--- src/rtl/display_scan_ctrl_pkg.sv ---
// display_pkg: shared scan-controller types, defaults and the hex-to-segment table.
package display_pkg;
  localparam int NUM_DIGITS_DEF = 8;
  typedef enum logic {BLANK, SHOW} scan_state_t;
  // Active-low {g,f,e,d,c,b,a} patterns, entry 0 at the right-hand end.
  localparam logic [15:0][6:0] SEG_TBL = {
    7'h0E, 7'h06, 7'h21, 7'h46, 7'h03, 7'h08, 7'h10, 7'h00,
    7'h78, 7'h02, 7'h12, 7'h19, 7'h30, 7'h24, 7'h79, 7'h40
  };
endpackage

--- src/rtl/display_scan_ctrl_hex_to_seg.sv ---
// hex_to_seg: combinational nibble to active-low seven-segment pattern.
module hex_to_seg
  import display_pkg::*;
(
  input  logic [3:0] nib,
  output logic [6:0] seg
);
  assign seg = SEG_TBL[nib];
endmodule

--- src/rtl/display_scan_ctrl.sv ---
// display_scan_ctrl: double-buffered multiplexed refresh of a seven-segment display.
module display_scan_ctrl
  import display_pkg::*;
#(
  parameter int NUM_DIGITS      = NUM_DIGITS_DEF,
  parameter int TICKS_PER_DIGIT = 100000,
  parameter int BLANK_TICKS     = 1000,
  localparam int SW = NUM_DIGITS > 1 ? $clog2(NUM_DIGITS) : 1
) (
  input  logic                    clk,
  input  logic                    rst_n,
  input  logic                    load,
  input  logic [4*NUM_DIGITS-1:0] digits_in,
  input  logic [NUM_DIGITS-1:0]   dp_in,
  input  logic [NUM_DIGITS-1:0]   en_in,
  output logic [SW-1:0]           digit_sel,
  output logic                    blank,
  output logic [6:0]              seg_n,
  output logic                    dp_n,
  output logic                    pending,
  output logic                    frame_tick
);
  localparam int CW = $clog2(TICKS_PER_DIGIT);
  scan_state_t state, state_nx;
  logic [CW-1:0] cnt;
  logic [4*NUM_DIGITS-1:0] stg_dig, sh_dig, sh_dig_nx;
  logic [NUM_DIGITS-1:0] stg_dp, stg_en, sh_dp, sh_en, sh_dp_nx, sh_en_nx;
  logic [SW-1:0] sel_nx;
  logic blank_end, slot_end, wrap, commit;
  logic [6:0] seg;
  assign blank_end = state == BLANK && cnt == CW'(BLANK_TICKS - 1);
  assign slot_end  = state == SHOW && cnt == CW'(TICKS_PER_DIGIT - 1);
  assign sel_nx    = digit_sel == SW'(NUM_DIGITS - 1) ? '0 : digit_sel + 1'b1;
  assign wrap      = slot_end && sel_nx == '0;
  assign commit    = wrap && (load || pending);
  // A load on the commit edge bypasses staging so it is visible from slot 0.
  assign sh_dig_nx = commit ? (load ? digits_in : stg_dig) : sh_dig;
  assign sh_dp_nx  = commit ? (load ? dp_in : stg_dp) : sh_dp;
  assign sh_en_nx  = commit ? (load ? en_in : stg_en) : sh_en;
  hex_to_seg u_dec (.nib(sh_dig_nx[4*sel_nx +: 4]), .seg(seg));
  always_comb state_nx = blank_end ? SHOW : slot_end ? BLANK : state;
  always_ff @(posedge clk or negedge rst_n)
    if (!rst_n) state <= BLANK;
    else state <= state_nx;
  always_ff @(posedge clk or negedge rst_n) begin
    if (!rst_n) begin
      cnt        <= '0;
      digit_sel  <= '0;
      blank      <= 1'b1;
      seg_n      <= 7'h7F;
      dp_n       <= 1'b1;
      pending    <= 1'b0;
      frame_tick <= 1'b0;
      stg_dig    <= '0;
      stg_dp     <= '0;
      stg_en     <= '0;
      sh_dig     <= '0;
      sh_dp      <= '0;
      sh_en      <= '0;
    end else begin
      cnt        <= slot_end ? '0 : cnt + 1'b1;
      frame_tick <= wrap;
      pending    <= wrap ? 1'b0 : load ? 1'b1 : pending;
      if (load) {stg_dig, stg_dp, stg_en} <= {digits_in, dp_in, en_in};
      {sh_dig, sh_dp, sh_en} <= {sh_dig_nx, sh_dp_nx, sh_en_nx};
      // Cathodes only move while anodes are off, at the start of each slot.
      if (slot_end) begin
        digit_sel <= sel_nx;
        blank     <= 1'b1;
        seg_n     <= sh_en_nx[sel_nx] ? seg : 7'h7F;
        dp_n      <= ~(sh_en_nx[sel_nx] & sh_dp_nx[sel_nx]);
      end else if (blank_end) begin
        blank <= ~sh_en[digit_sel];
      end
    end
  end
endmodule
--- config.mk ---
export PLATFORM = sky130hd
export DESIGN_NAME = display_scan_ctrl
export DESIGN_NICKNAME = d
export VERILOG_FILES = /design/src/rtl/display_scan_ctrl_pkg.sv /design/src/rtl/display_scan_ctrl_hex_to_seg.sv /design/src/rtl/display_scan_ctrl.sv
export SDC_FILE = /design/constraint.sdc
export NUM_CORES = 1
export LEC_CHECK = 0
export BUFFER_PORTS_ARGS = -buffer_cell sky130_fd_sc_hd__buf_4
export CAP_MARGIN = 20
export CORE_MARGIN = 2
export CORE_UTILIZATION = 30
export DETAILED_ROUTE_END_ITERATION = 7
export PLACE_DENSITY = 0.43
export SLEW_MARGIN = 40
export SYNTH_ARGS = -nofsm -noshare
export SYNTH_HDL_FRONTEND = slang
export SYNTH_SLANG_ARGS = --single-unit
--- constraint.sdc ---
create_clock -name clk -period 4.85 [get_ports clk]
set_input_delay 0.2425 -clock clk [delete_from_list [all_inputs] [get_ports clk]]
set_output_delay 0.2425 -clock clk [all_outputs]
set_load 0.01 [all_outputs]
# Word-level counts from Yosys, hierarchy flattened
# Memories as Yosys holds them, arrays and structs flattened.
# Index checks and enable logic that the tools add are counted.
# Widths: inputs -> output; s select.
dict set report totals {
  regBits 128
  romBits 112
  inputBits 51
  out_inout_bits 14
  word_cells 58
  memories 1
}
dict set report classes {
  n_addsub 2
  n_lt_le_gt_ge 3
  n_eq_ne 3
  shifts 1
  n_mux 22
  bitwise_logic 4
  reduce_logical 8
}
# memory depth word_bits read_ports rd_clocked_by_memory_dff wr line_no
set mem_list {}
lappend mem_list {{(name not given)} 16 7 1 0 0 display_scan_ctrl_hex_to_seg.sv:8} ;# assign seg = SEG_TBL[nib];
# cell n
set ops {}
lappend ops {{$mux 32} 2}
lappend ops {{$mux 8} 4}
lappend ops {{$shiftx 32x6->4} 1}
lappend ops {{$add 17x1->17 const B} 1}
lappend ops {{$eq 17x10->1 const B} 1}
lappend ops {{$eq 17x17->1 const B} 1}
lappend ops {{$mux 17} 1}
lappend ops {{$mux 7} 2}
lappend ops {{$bmux 1 s3} 3}
lappend ops {{$mux 1} 9}
lappend ops {{$lt 3x4->1 const B} 2}
lappend ops {{$lt 4x5->1 const B} 1}
lappend ops {{$logic_and 1x1->1} 4}
lappend ops {{$reduce_bool 2->1} 2}
lappend ops {{$add 3x1->3 const B} 1}
lappend ops {{$eq 3x3->1 const B} 1}
lappend ops {{$logic_not 3->1} 1}
lappend ops {{$mux 3} 1}
lappend ops {{$not 1->1} 3}
lappend ops {{$and 1x1->1} 1}
lappend ops {{$logic_or 1x1->1} 1}

# Longest topological paths before layout
# Gate-level depths: netlist (run 1).
dict set report depth {
  depth_word 10
  depth_mapped 16
  mapped_depth_nobuf 13
}

# Hierarchy
# Synthesis (run 1) repeated with hierarchy kept, for this count alone.
dict set report hier_totals {
  cells_unflattened 484
  area_unflattened_um2 6040.8
}
# module n_inst cells_per_inst area_per_inst_um2 seq_area_each_um2
set modules_own_cells {}
lappend modules_own_cells {display_scan_ctrl 1 452 5765.5 3214.3}
lappend modules_own_cells {hex_to_seg 1 32 275.3 0.0}

# Worst setup path before layout (run 1)
# No wires, ideal clock.
dict set report synth_timing {
  path_kind {reg2reg}
  start {register digit_sel[0]}
  end {register seg_n[6]}
  setup_time_ps 84
  arrival_ps 3356
  required_ps 4766
  setup_slack_ps 1410
  stages_incl_launch_ff 14
  n_path_buf 1
  period_less_slack_ps 3440
  cell_sequence {dfrtp_1 ha_1 ha_1 nand2b_1 or4_1 buf_2 a2111oi_0 o311a_1 a211o_1 inv_1 ha_1 nor3_1 a211oi_1 o32a_1}
}
dict set report synth_between {
  elab_chain_cells 10
  elab_cells_between_ends 14
  cone_classes {1 x add/sub; 1 x eq/ne; 1 x shift; 7 x mux; 3 x reduce/logical; 1 x memory}
}
# item line_no
set synth_lines {}
lappend synth_lines {{start, declared} display_scan_ctrl.sv:16} ;# output logic [SW-1:0] digit_sel,
lappend synth_lines {{start signal, assigned} display_scan_ctrl.sv:68} ;# digit_sel <= sel_nx;
lappend synth_lines {{$add 3x1->3 / $eq 3x3->1 (equally long branches)} display_scan_ctrl.sv:33} ;# assign sel_nx = digit_sel == SW'(NUM_DIGITS - 1) ? '0 : digit_sel + 1'b1;
lappend synth_lines {{$mux 3 *} display_scan_ctrl.sv:33}
lappend synth_lines {{via sel_nx[2]} display_scan_ctrl.sv:28} ;# logic [SW-1:0] sel_nx;
lappend synth_lines {{$logic_not 3->1} display_scan_ctrl.sv:34} ;# assign wrap = slot_end && sel_nx == '0;
lappend synth_lines {{$logic_and 1x1->1} display_scan_ctrl.sv:34}
lappend synth_lines {{$logic_and 1x1->1} display_scan_ctrl.sv:35} ;# assign commit = wrap && (load || pending);
lappend synth_lines {{$mux 32} display_scan_ctrl.sv:37} ;# assign sh_dig_nx = commit ? (load ? digits_in : stg_dig) : sh_dig;
lappend synth_lines {{$shiftx 32x6->4} display_scan_ctrl.sv:40} ;# hex_to_seg u_dec (.nib(sh_dig_nx[4*sel_nx +: 4]), .seg(seg));
lappend synth_lines {{$mem_v2 16x7} -}
lappend synth_lines {{$mux 7 (implied by the code)} display_scan_ctrl_hex_to_seg.sv:8}
lappend synth_lines {{$mux 7 *} display_scan_ctrl.sv:70} ;# seg_n <= sh_en_nx[sel_nx] ? seg : 7'h7F;
lappend synth_lines {{end signal, assigned} display_scan_ctrl.sv:70}
lappend synth_lines {{end, declared} display_scan_ctrl.sv:18} ;# output logic [6:0] seg_n,
# The timed path passes the listed nets; every way through them passes the cells marked *. The select of a mux whose other input is x is not followed.
# A chain may end at the register's enable or synchronous reset.

# Final worst setup path (run 1)
dict set report layout_timing {
  start {register digit_sel[1]}
  end {register seg_n[3]}
}
# Same word-level chain as after synthesis.

==> summary.txt, run 1 <==
Layout
  – Area grow syn2layout: 21.0%
  – Antenna Cells: 0
  – Most common cell after layout, fill and taps aside: dfrtp_1
  – Layout cell share with drive strength beyond 1: 0.367
  – Final Cell Area: 7390 um^2
  – Fin nets: 625
  – Most frequent cells in the layout: 119 x dfrtp_1, 82 x mux2_2, 73 x buf_4
  – Finished Core Util: 0.367
  – Non-Filler Instances: 847

Power and ir drop
  – Seq pwr share: 0.473
  – NetSw: 0.527 mW
  – Max VDD drop: 0.202 mV
  – Leak pwr: 3.47 nW
  – Clock Power Share: 0.467
  – Internal power: 1.84 mW
  – Combinational power share: 0.060
  – PD cells: 320 nW/um^2
  – Sw frac: 0.223
  – Total power: 2.36 mW

STA
  – Pin slew with the least headroom to its limit: 0.683 ns
  – # setup viols final: 0
  – Skew final: 0.00871 ns
  – Setup TNS: 0 ns
  – Fmax: 262 MHz
  – Final WS setup: 1.04 ns
  – RSZ-0062 raised after global routing: false
  – Max_slew headroom: 0.540
  – Fin crit share: 0.787
  – Hold Fails Final Rpt: 0
  – Max Slew Vio Count: 0
  – Fin Hold WS: 0.0836 ns
  – Minimum clock period: 3.81 ns

Critical path
  – CP arrival: 4.15 ns
  – CP Capture Type: flop
  – Max stage delay cell, worst path: dfrtp_1
  – Critical Path RT: 5.19 ns
  – Startpoint type of the worst setup path: flop
  – Crit-path cells: ha_1, ha_1, nand2b_1, nor4_2, nand2_2, buf_4, mux2i_1, o22ai_1, a21oi_1, inv_1, ha_1, o21ai_0, o2111ai_1, and3b_1
  – Crit-path max cell delay: 0.44 ns
  – Bufs and invs on worst path: 2
  – CP delay by family, top: simple AND/OR/NAND/NOR gates
  – Crit Path Class: reg2reg
  – Most common cell on crit path: ha_1
  – Crit Path Max Fanout: 21

Yosys
  – Synth area leader: dfrtp_1
  – Avg Cell Area, Syn: 12.3 um^2
  – Cell variety after synth: 66
  – Post-synth net total: 556
  – Cell area after synthesis: 6100 um^2
  – Area fraction of the dominant cell type after synthesis: 0.488
  – Synth Register Bits: 128
  – Sequential-to-total area share from yosys stat: 0.527
  – Top_reg_cell synth: dfrtp_1
  – Post-Synthesis Cells: 495
  – EDFF count, synth: 0
  – Synth area leaders: dfrtp_1 49%, mux2_2 15%, mux2i_1 4.6%, dfstp_2 3.9%, ha_1 2.1%
  – Yosys warns: 0
  – FFs w/ async S/R, synth: 1.00

Run status
  – Status: finished, final reports clean

Place
  – Placed Cells: 814
  – Hpwl dp: 10500 um
  – IO Port Bufs: 64
  – Worst slack, placed: 1.04 ns
  – Gp weighted congestion: 0.843
  – Placed Area: 6870 um^2

Clock tree
  – CTS clk-pin slew, worst paths: 0.06 ns
  – Clock Latency Late Sink: 0.41 ns
  – CTS Buf Count: 17
  – Post-cts sizing count: 0
  – Cts hold-fix bufs: 1
  – Post-CTS Setup Bufs: 0
  – CTS tree: built
  – Bufs on Longest Clock Path: 2
  – Htree depth: 4
  – CTS Sinks: 128
  – Root Driver: clkbuf_16

Detailed routing
  – Wirelength, routed: 14400 um
  – Drt drc: 0
  – Vias: 4029
  – Initial DRT Pass Iterations: 4
  – WL/cell: 17.0 um
  – ANT nets after route: 0
  – DR iter-0 viols: 170
  – Vias per cell: 4.76

Hold path
  – Hold Path Class: in2reg

Die
  – Ports: 65
  – Die span in y: 147 um
  – CORE AREA: 20100 um^2
  – Initial Util: 0.304
  – DIE WIDTH: 147 um
  – Die footprint: 21500 um^2
  – Std cell rows: 52

Flow run
  – Max_cap viols: 0

GRT
  – Vias in the first global route: 4305
  – GR Util All Layers: 0.143
  – Global-route wire length before repair: 23700 um
  – Gr ovfl total: 0
  – Initial antenna violation count: 0
  – Largest net degree at the start of global routing: 62
==> path summary, 6_finish.rpt <==
kind	startpoint	slack (ns)	cells after the start	endpoint
hold reg to reg	cnt[0]	0.47	1	cnt[0]
hold / removal	en_in[6]	0.08	2	stg_en[6]
min in group asynchronous	rst_n	0.27	2	stg_dp[3]
setup / recovery	digit_sel[1]	1.04	14	seg_n[3]
setup reg to reg	digit_sel[1]	1.04	14	seg_n[3]
max in group asynchronous	rst_n	3.64	3	sh_dig[19]
==> area by class of cell <==
class,count,area [um^2]
Fill cell,1968,12700
Multi-Input combinational cell,326,2700
Timing Repair Buffer,75,569
Sequential cell,128,3210
Tap cell,270,338
Inverter,16,60.1
Clock buffer,25,465
Clock inverter,7,37.5
==> flip-flops by register name (all words and copies together) (netlist names), 3 cells and up <==
name       flops
stg_dig       32
stg_dp         8
sh_dig        32
seg_n          7
cnt           17
sh_en          8
sh_dp          8
digit_sel      3
stg_en         8
==> cells in the mapped netlist (3+ instances only) <==
| master | number |
|---|---|
| a21oi_1 | 6 |
| a31oi_1 | 3 |
| and3_1 | 5 |
| buf_2 | 9 |
| buf_6 | 3 |
| clkbuf_1 | 10 |
| dfrtp_1 | 119 |
| dfstp_2 | 9 |
| ha_1 | 10 |
| inv_1 | 16 |
| mux2_2 | 82 |
| mux2i_1 | 28 |
| mux4_2 | 5 |
| nand2_1 | 30 |
| nand3_1 | 13 |
| nand4_1 | 4 |
| nor2_1 | 27 |
| nor3_1 | 9 |
| nor3b_1 | 3 |
| nor4_1 | 4 |
| o21a_1 | 3 |
| o21ai_0 | 25 |
| or4_1 | 3 |
| xnor2_1 | 7 |
| xor2_1 | 7 |
==> metal layers <==
metal,track usage,share of wire,vias up
li1,-,-,1941
met1,0.195,0.48,2002
met2,0.224,0.46,71
met3,0.0366,0.039,15
met4,0.0466,0.014,0
met5,0,0,-
==> power groups by stage <==
| stage | sequential [mW] | clock [mW] | combinational [mW] |
|---|---|---|---|
| 2_1_floorplan | 1.13 | 0 | 0.0657 |
| 3_3_place_gp | 1.14 | 0 | 0.144 |
| 3_5_place_dp | 1.14 | 0 | 0.145 |
| 4_1_cts | 1.12 | 1.14 | 0.146 |
| 5_1_grt | 1.12 | 1.19 | 0.158 |
| 6_report | 1.12 | 1.10 | 0.141 |
==> logic make-up after synthesis <==
kind of cell	count (synthesis)	share of synthesized area
AOI/OAI and AO/OA	63	0.0732
buffers and inverters	41	0.0314
DFF	128	0.527
muxes	117	0.221
xor gates and xnor gates	14	0.0201
and+or+nand+nor	122	0.108
adders and majority gates	10	0.0205
No activity file was read; power rests on OpenSTA's default activity.
==> run 2, diff against run 1 <==
clock period = 3.84 ns   (was 4.85 ns; I/O delays follow)
==> summary.txt, run 2 (synthesis results as in run 1) <==
Clock tree
  – Clock Latency Late Sink: 0.42 ns (was 0.41 ns)
  – Post-CTS Setup Bufs: 0 (unchanged)
  – Htree depth: 4 (unchanged)
  – CTS tree: built (unchanged)
  – CTS clk-pin slew, worst paths: 0.06 ns (about the same)
  – CTS Buf Count: 17 (unchanged)
  – CTS Sinks: 128 (unchanged)
  – Bufs on Longest Clock Path: 2 (unchanged)
  – Root Driver: clkbuf_16 (unchanged)

STA
  – Pin slew with the least headroom to its limit: 0.692 ns (was 0.683 ns)
  – Minimum clock period: 3.54 ns (was 3.81 ns)
  – Max Slew Vio Count: 0 (unchanged)
  – Final WS setup: 0.300 ns (was 1.04 ns)
  – RSZ-0062 raised after global routing: false (unchanged)
  – Skew final: 0.0112 ns (was 0.00871 ns)
  – # setup viols final: 0 (unchanged)
  – Fin Hold WS: 0.0222 ns (was 0.0836 ns)
  – Max_slew headroom: 0.534 (was 0.540)
  – Fin crit share: 0.922 (was 0.787)
  – Hold Fails Final Rpt: 0 (unchanged)
  – Fmax: 283 MHz (was 262 MHz)
  – Setup TNS: 0 ns (unchanged)

Die
  – Die span in y: 147 um (unchanged)
  – Die footprint: 21500 um^2 (unchanged)
  – Initial Util: 0.304 (unchanged)
  – DIE WIDTH: 147 um (unchanged)
  – CORE AREA: 20100 um^2 (unchanged)
  – Ports: 65 (unchanged)
  – Std cell rows: 52 (unchanged)

Detailed routing
  – Wirelength, routed: 14700 um (was 14400 um)
  – WL/cell: 17.1 um (was 17.0 um)
  – Drt drc: 0 (unchanged)
  – ANT nets after route: 0 (unchanged)
  – Vias: 4043 (was 4029)
  – Vias per cell: 4.71 (was 4.76)
  – DR iter-0 viols: 206 (was 170)
  – Initial DRT Pass Iterations: 4 (unchanged)

Critical path
  – CP Capture Type: flop (unchanged)
  – Setup slack, reg-to-reg: 0.30 ns (was 1.04 ns)
  – Startpoint type of the worst setup path: flop (unchanged)
  – Crit-path max cell delay: 0.66 ns (was 0.44 ns)
  – Crit-path cells: ha_1, ha_1, nand2b_1, or4_1, a2111oi_0, o311a_1, a211o_1, inv_1, ha_1, nor3_1, a211oi_1, o32a_1 (was ha_1, ha_1, nand2b_1, nor4_2, nand2_2, buf_4, mux2i_1, o22ai_1, a21oi_1, inv_1, ha_1, o21ai_0, o2111ai_1, and3b_1)
  – CP arrival: 3.88 ns (was 4.15 ns)
  – Crit Path Max Fanout: 8 (was 21)
  – Most common cell on crit path: ha_1 (unchanged)
  – Critical Path RT: 4.18 ns (was 5.19 ns)
  – Max stage delay cell, worst path: or4_1 (was dfrtp_1)
  – Crit Path Class: reg2reg (unchanged)

Power and ir drop
  – Seq pwr share: 0.448 (was 0.473)
  – Sw frac: 0.210 (was 0.223)
  – PD cells: 417 nW/um^2 (was 320 nW/um^2)
  – Internal power: 2.49 mW (was 1.84 mW)
  – Max VDD drop: 0.299 mV (was 0.202 mV)
  – Total power: 3.15 mW (was 2.36 mW)
  – NetSw: 0.662 mW (was 0.527 mW)
  – Combinational power share: 0.056 (was 0.060)
  – Leak pwr: 3.56 nW (was 3.47 nW)
  – Clock Power Share: 0.496 (was 0.467)

Layout
  – Most common cell after layout, fill and taps aside: dfrtp_1 (unchanged)
  – Multi-input logic area: 2700 um^2 (unchanged)
  – Sequential cell area: 3210 um^2 (unchanged)
  – Layout cell share with drive strength beyond 1: 0.379 (was 0.367)
  – Antenna Cells: 0 (unchanged)
  – Area grow syn2layout: 23.8% (was 21.0%)
  – Fillers: 1986 (was 1968)
  – Most frequent cells in the layout: 119 x dfrtp_1, 82 x mux2_2, 82 x buf_4 (was 119 x dfrtp_1, 82 x mux2_2, 73 x buf_4)
  – Final Cell Area: 7550 um^2 (was 7390 um^2)
  – Fin nets: 636 (was 625)
  – Finished Core Util: 0.376 (was 0.367)
  – Regs by FF count: sh_dig (32), stg_dig (32), cnt (17) (unchanged)
  – Non-Filler Instances: 858 (was 847)

Place
  – Gp weighted congestion: 0.818 (was 0.843)
  – Placed Cells: 824 (was 814)
  – Worst slack, placed: 0.302 ns (was 1.04 ns)
  – Placed Area: 6960 um^2 (was 6870 um^2)
  – Hpwl dp: 10500 um (about the same)
  – IO Port Bufs: 64 (unchanged)

GRT
  – Largest net degree at the start of global routing: 70 (was 62)
  – Initial antenna violation count: 0 (unchanged)
  – GR Util All Layers: 0.146 (was 0.143)
  – Vias in the first global route: 4319 (was 4305)
  – Global-route wire length before repair: 24100 um (was 23700 um)
  – Gr ovfl total: 0 (unchanged)

Hold path
  – Hold Path Class: in2reg (unchanged)

Run status
  – Status: finished, final reports clean (unchanged)

Flow run
  – Max_cap viols: 0 (unchanged)
[run 2: cell types whose count changed in the layout (fill, tap and decap cells not counted), sizes merged]
cell	previous run	this run
clkbuf	25	26
dlygate4sd3	1	2
clkinv	6	3
bufinv	0	2
buf	74	84
[run 2: power by group through the flow]
| stage | Combinational (mW) | Sequential [mW] | Clock [mW] |
|---|---|---|---|
| after floorplan | 0.0830 | 1.43 | 0 |
| after global placement | 0.181 | 1.43 | 0 |
| after detailed placement | 0.182 | 1.44 | 0 |
| after CTS | 0.184 | 1.41 | 1.61 |
| after global routing | 0.201 | 1.42 | 1.68 |
| final | 0.177 | 1.41 | 1.56 |
[run 2: layout make-up]
type	instances	share of cell area
Tap cell	270	0.0447
Sequential cell	128	0.426
Clock buffer	26	0.0648
Inverter	16	0.00795
Timing Repair Buffer	86	0.0883
Clock inverter	6	0.0109
Multi-Input combinational cell	326	0.358
[run 2: per-layer routing]
metal / part of all wire / vias to the layer above / wire length, um / GRT usage
met2: 0.45 / 99 / 6660 / 0.216
met1: 0.48 / 1981 / 7110 / 0.204
met4: 0.014 / 0 / 204 / 0.0495
met5: 0 / - / 0 / 0
li1: - / 1946 / - / -
met3: 0.050 / 17 / 729 / 0.0422
[run 2: path summary, 6_finish.rpt]
kind | start | depth (start not counted) | to
setup reg to reg | digit_sel[0] | 12 | seg_n[6]
max in group asynchronous | rst_n | 3 | sh_dig[7]
min in group asynchronous | rst_n | 2 | sh_dp[1]
setup / recovery | digit_sel[0] | 12 | seg_n[6]
hold / removal | digits_in[17] | 2 | stg_dig[17]
hold reg to reg | cnt[0] | 1 | cnt[0]
[run 2: critical path: cells and delay by family, from the launching register on]
family / cells / cell delay, ns
buf+inv: 1 / 0.11
compound gates: 5 / 1.22
simple gates: 3 / 1.05
fa+ha+maj: 3 / 0.73
flops: 1 / 0.38
[run 2: repair_timing]
action | 4_1_cts | 5_1_grt
endpoints found under the hold margin | 50 | 1
gates resized for setup | 0 | 0
hold buffers | 1 | 1
==> run 3, diff against run 2 <==
SYNTH_HIERARCHICAL = 1   (was not set)
==> summary.txt, run 3 <==
Critical path
  – R2R depth: 15 (was 12)
  – Crit path depth: 15 (was 12)
  – Worst reg2reg endpoint: seg_n[3] (was seg_n[6])
  – Max stage delay cell, worst path: or4_4 (was or4_1)
  – Crit-path max cell delay: 0.57 ns (was 0.66 ns)
  – Setup slack, reg-to-reg: 0.18 ns (was 0.30 ns)
  – Bufs and invs on worst path: 3 (was 1)
  – CP delay by family, top: simple AND/OR/NAND/NOR gates (was compound AO/OA/AOI/OAI gates)
  – Crit path from: digit_sel[0] (unchanged)
  – Most common cell on crit path: ha_1 (unchanged)
  – Crit Path Class: reg2reg (unchanged)
  – Startpoint type of the worst setup path: flop (unchanged)
  – Crit Path Max Fanout: 19 (was 8)
  – Crit-path cells: ha_1, ha_1, nand2b_4, or4_4, buf_12, mux2_2, nand2_1, a31o_2, nor2_4, inv_1, ha_1, inv_1, mux4_1, nand2_1, nand3_1 (was ha_1, ha_1, nand2b_1, or4_1, a2111oi_0, o311a_1, a211o_1, inv_1, ha_1, nor3_1, a211oi_1, o32a_1)
  – CP arrival: 3.97 ns (was 3.88 ns)
  – Worst r2r src: digit_sel[0] (unchanged)
  – Critical Path RT: 4.16 ns (was 4.18 ns)
  – CP Capture Type: flop (unchanged)

STA
  – Skew final: 0.00653 ns (was 0.0112 ns)
  – Minimum clock period: 3.66 ns (was 3.54 ns)
  – Max Slew Vio Count: 0 (unchanged)
  – Max_slew headroom: 0.542 (was 0.534)
  – Pin slew with the least headroom to its limit: 0.687 ns (was 0.692 ns)
  – Fin crit share: 0.952 (was 0.922)
  – Hold Fails Final Rpt: 0 (unchanged)
  – Fmax: 274 MHz (was 283 MHz)
  – Setup TNS: 0 ns (unchanged)
  – Final WS setup: 0.184 ns (was 0.300 ns)
  – # setup viols final: 0 (unchanged)
  – RSZ-0062 raised after global routing: false (unchanged)

Place
  – IO Port Bufs: 64 (unchanged)
  – Hpwl dp: 9350 um (was 10500 um)
  – Worst slack, placed: 0.0125 ns (was 0.302 ns)
  – Placed Cells: 809 (was 824)
  – Gp weighted congestion: 0.755 (was 0.818)

Power and ir drop
  – Seq pwr share: 0.425 (was 0.448)
  – Clock Power Share: 0.506 (was 0.496)
  – PD cells: 444 nW/um^2 (was 417 nW/um^2)
  – NetSw: 0.736 mW (was 0.662 mW)
  – Internal power: 2.65 mW (was 2.49 mW)
  – Leak pwr: 3.63 nW (was 3.56 nW)
  – Combinational power share: 0.069 (was 0.056)
  – Sw frac: 0.218 (was 0.210)
  – Max VDD drop: 0.284 mV (was 0.299 mV)
  – Total power: 3.38 mW (was 3.15 mW)

Clock tree
  – CTS tree: built (unchanged)
  – Htree depth: 4 (unchanged)
  – Clock Latency Late Sink: 0.42 ns (about the same)
  – Post-CTS Setup Bufs: 0 (unchanged)
  – Bufs on Longest Clock Path: 2 (unchanged)
  – Root Driver: clkbuf_16 (unchanged)
  – CTS Buf Count: 17 (unchanged)
  – CTS clk-pin slew, worst paths: 0.06 ns (about the same)
  – CTS Sinks: 128 (unchanged)

GRT
  – Initial antenna violation count: 0 (unchanged)
  – Vias in the first global route: 4160 (was 4319)
  – Global-route wire length before repair: 22500 um (was 24100 um)
  – Largest net degree at the start of global routing: 73 (was 70)
  – Gr ovfl total: 0 (unchanged)
  – GR Util All Layers: 0.135 (was 0.146)

Flow run
  – Max_cap viols: 0 (unchanged)

Detailed routing
  – Metal-1 WL: 6480 um (was 7110 um)
  – DR WL met2: 6400 um (was 6660 um)
  – ANT nets after route: 0 (unchanged)
  – Initial DRT Pass Iterations: 4 (unchanged)
  – Drt drc: 0 (unchanged)
  – Vias per cell: 4.55 (was 4.71)
  – WL/cell: 16.1 um (was 17.1 um)
  – Met3 routed wirelength: 465 um (was 729 um)
  – Vias: 3835 (was 4043)
  – Wirelength, routed: 13600 um (was 14700 um)
  – Uppermost routed layer: met4 (unchanged)
  – DR iter-0 viols: 168 (was 206)

Yosys
  – Post-Synthesis Cells: 484 (was 495)
  – Avg Cell Area, Syn: 12.5 um^2 (was 12.3 um^2)
  – Synth Register Bits: 128 (unchanged)
  – Top_reg_cell synth: dfrtp_1 (unchanged)
  – Post-synth net total: 546 (was 556)
  – Cell area after synthesis: 6040 um^2 (was 6100 um^2)
  – EDFF count, synth: 0 (unchanged)
  – Cell variety after synth: 44 (was 66)
  – Synth area leaders: dfrtp_1 49%, mux2_2 15%, mux4_2 4.5%, nand2_1 4.0%, dfstp_2 3.9% (was dfrtp_1 49%, mux2_2 15%, mux2i_1 4.6%, dfstp_2 3.9%, ha_1 2.1%)
  – Yosys warns: 6 (was 0)
  – Most common cell in the netlist: dfrtp_1 (unchanged)
  – Synth area leader: dfrtp_1 (unchanged)
  – Sequential-to-total area share from yosys stat: 0.532 (was 0.527)
  – FFs w/ async S/R, synth: 1.00 (unchanged)
  – Area fraction of the dominant cell type after synthesis: 0.493 (was 0.488)
  – Top cell types by occurrence after synthesis: 119 x dfrtp_1, 83 x mux2_2, 64 x nand2_1 (was 119 x dfrtp_1, 82 x mux2_2, 30 x nand2_1)

Layout
  – Non-Filler Instances: 843 (was 858)
  – Most frequent cells in the layout: 118 x dfrtp_1, 83 x mux2_2, 81 x buf_4 (was 119 x dfrtp_1, 82 x mux2_2, 82 x buf_4)
  – Layout cell share with drive strength beyond 1: 0.422 (was 0.379)
  – Antenna Cells: 0 (unchanged)
  – Most common cell after layout, fill and taps aside: dfrtp_1 (unchanged)
  – Area grow syn2layout: 26.0% (was 23.8%)
  – Finished Core Util: 0.389 (was 0.376)
  – Fin nets: 627 (was 636)
  – Regs by FF count: sh_dig (32), stg_dig (32), cnt (17) (unchanged)

Hold path
  – Hold Path Class: in2reg (unchanged)
  – Hold endpoint: stg_dig[3] (was stg_dig[17])
  – Min-delay src: digits_in[3] (was digits_in[17])
  – Hold Path Stages: 2 (unchanged)

Die
  – Initial Util: 0.308 (was 0.304)
  – DIE WIDTH: 146 um (was 147 um)
  – Ports: 65 (unchanged)
  – Die footprint: 21300 um^2 (was 21500 um^2)
  – Std cell rows: 51 (was 52)
  – CORE AREA: 19600 um^2 (was 20100 um^2)
  – Die span in y: 146 um (was 147 um)

Run status
  – Status: finished, final reports clean (unchanged)
[run 3: cell count changes in the layout (fill, tap and decap cells not counted), sizes merged, moves of 4 or more]
| cell | before | now |
|---|---|---|
| mux4 | 5 | 13 |
| nand2 | 31 | 64 |
| clkinv | 3 | 7 |
| nor3 | 10 | 1 |
| clkbuf | 26 | 20 |
| mux2 | 84 | 88 |
| mux2i | 28 | 21 |
| a21oi | 6 | 1 |
| inv | 16 | 12 |
| o21ai | 28 | 16 |
[run 3: metal layers]
| layer | track usage | vias to the layer above |
|---|---|---|
| met5 | 0 | - |
| met4 | 0.0485 | 0 |
| met3 | 0.0326 | 14 |
| met2 | 0.216 | 63 |
| met1 | 0.178 | 1891 |
| li1 | - | 1867 |
[run 3: metrics by stage]
| stage | hold WS, ns | area (um^2) |
|---|---|---|
| finish | 0.0277 | 7610 |
| global route | 0.0140 | 7610 |
| CTS | 0.0115 | 7580 |
| detailed placement | 0.262 | 6940 |
| global placement | 0.397 | 6940 |
| floorplan | -0.104 | 6060 |
[run 3: cell type report]
class / instances / area, um^2
clock inverter: 13 / 186
tap: 265 / 332
multi-input combinational: 320 / 2680
inverter: 11 / 41.3
timing repair buffer: 87 / 714
fill: 1922 / 12000
sequential: 128 / 3220
clock buffer: 19 / 443
[run 3: worst max path at each step]
stage / end
3_5_place_dp: seg_n[0]
6_report: seg_n[3]
4_1_cts: seg_n[0]
5_1_grt: seg_n[0]
3_3_place_gp: seg_n[3]
2_1_floorplan: seg_n[3]
[run 3: cells by family after synthesis]
logic type	Yosys count	share of synthesized area
AND/OR/NAND/NOR	143	0.112
flip-flops	128	0.532
multiplexers	122	0.251
buffers and inverters	36	0.0290
AO/OA/AOI/OAI	29	0.0317
XOR/XNOR	15	0.0217
adder cells (fa/ha/maj)	11	0.0228
[run 3: power by group through the flow]
| stage | sequential, mW | combinational [mW] | clock, mW |
|---|---|---|---|
| floorplan | 1.46 | 0.132 | 0 |
| global placement | 1.46 | 0.238 | 0 |
| detailed placement | 1.46 | 0.241 | 0 |
| CTS | 1.44 | 0.243 | 1.76 |
| global route | 1.45 | 0.265 | 1.82 |
| finish | 1.44 | 0.234 | 1.71 |
[run 3: repair_timing]
action / CTS / global route
gates resized for setup: 0 / 3
setup endpoints to repair: 0 / 4
hold endpoints to repair: 69 / 0
hold buffers: 1 / 0
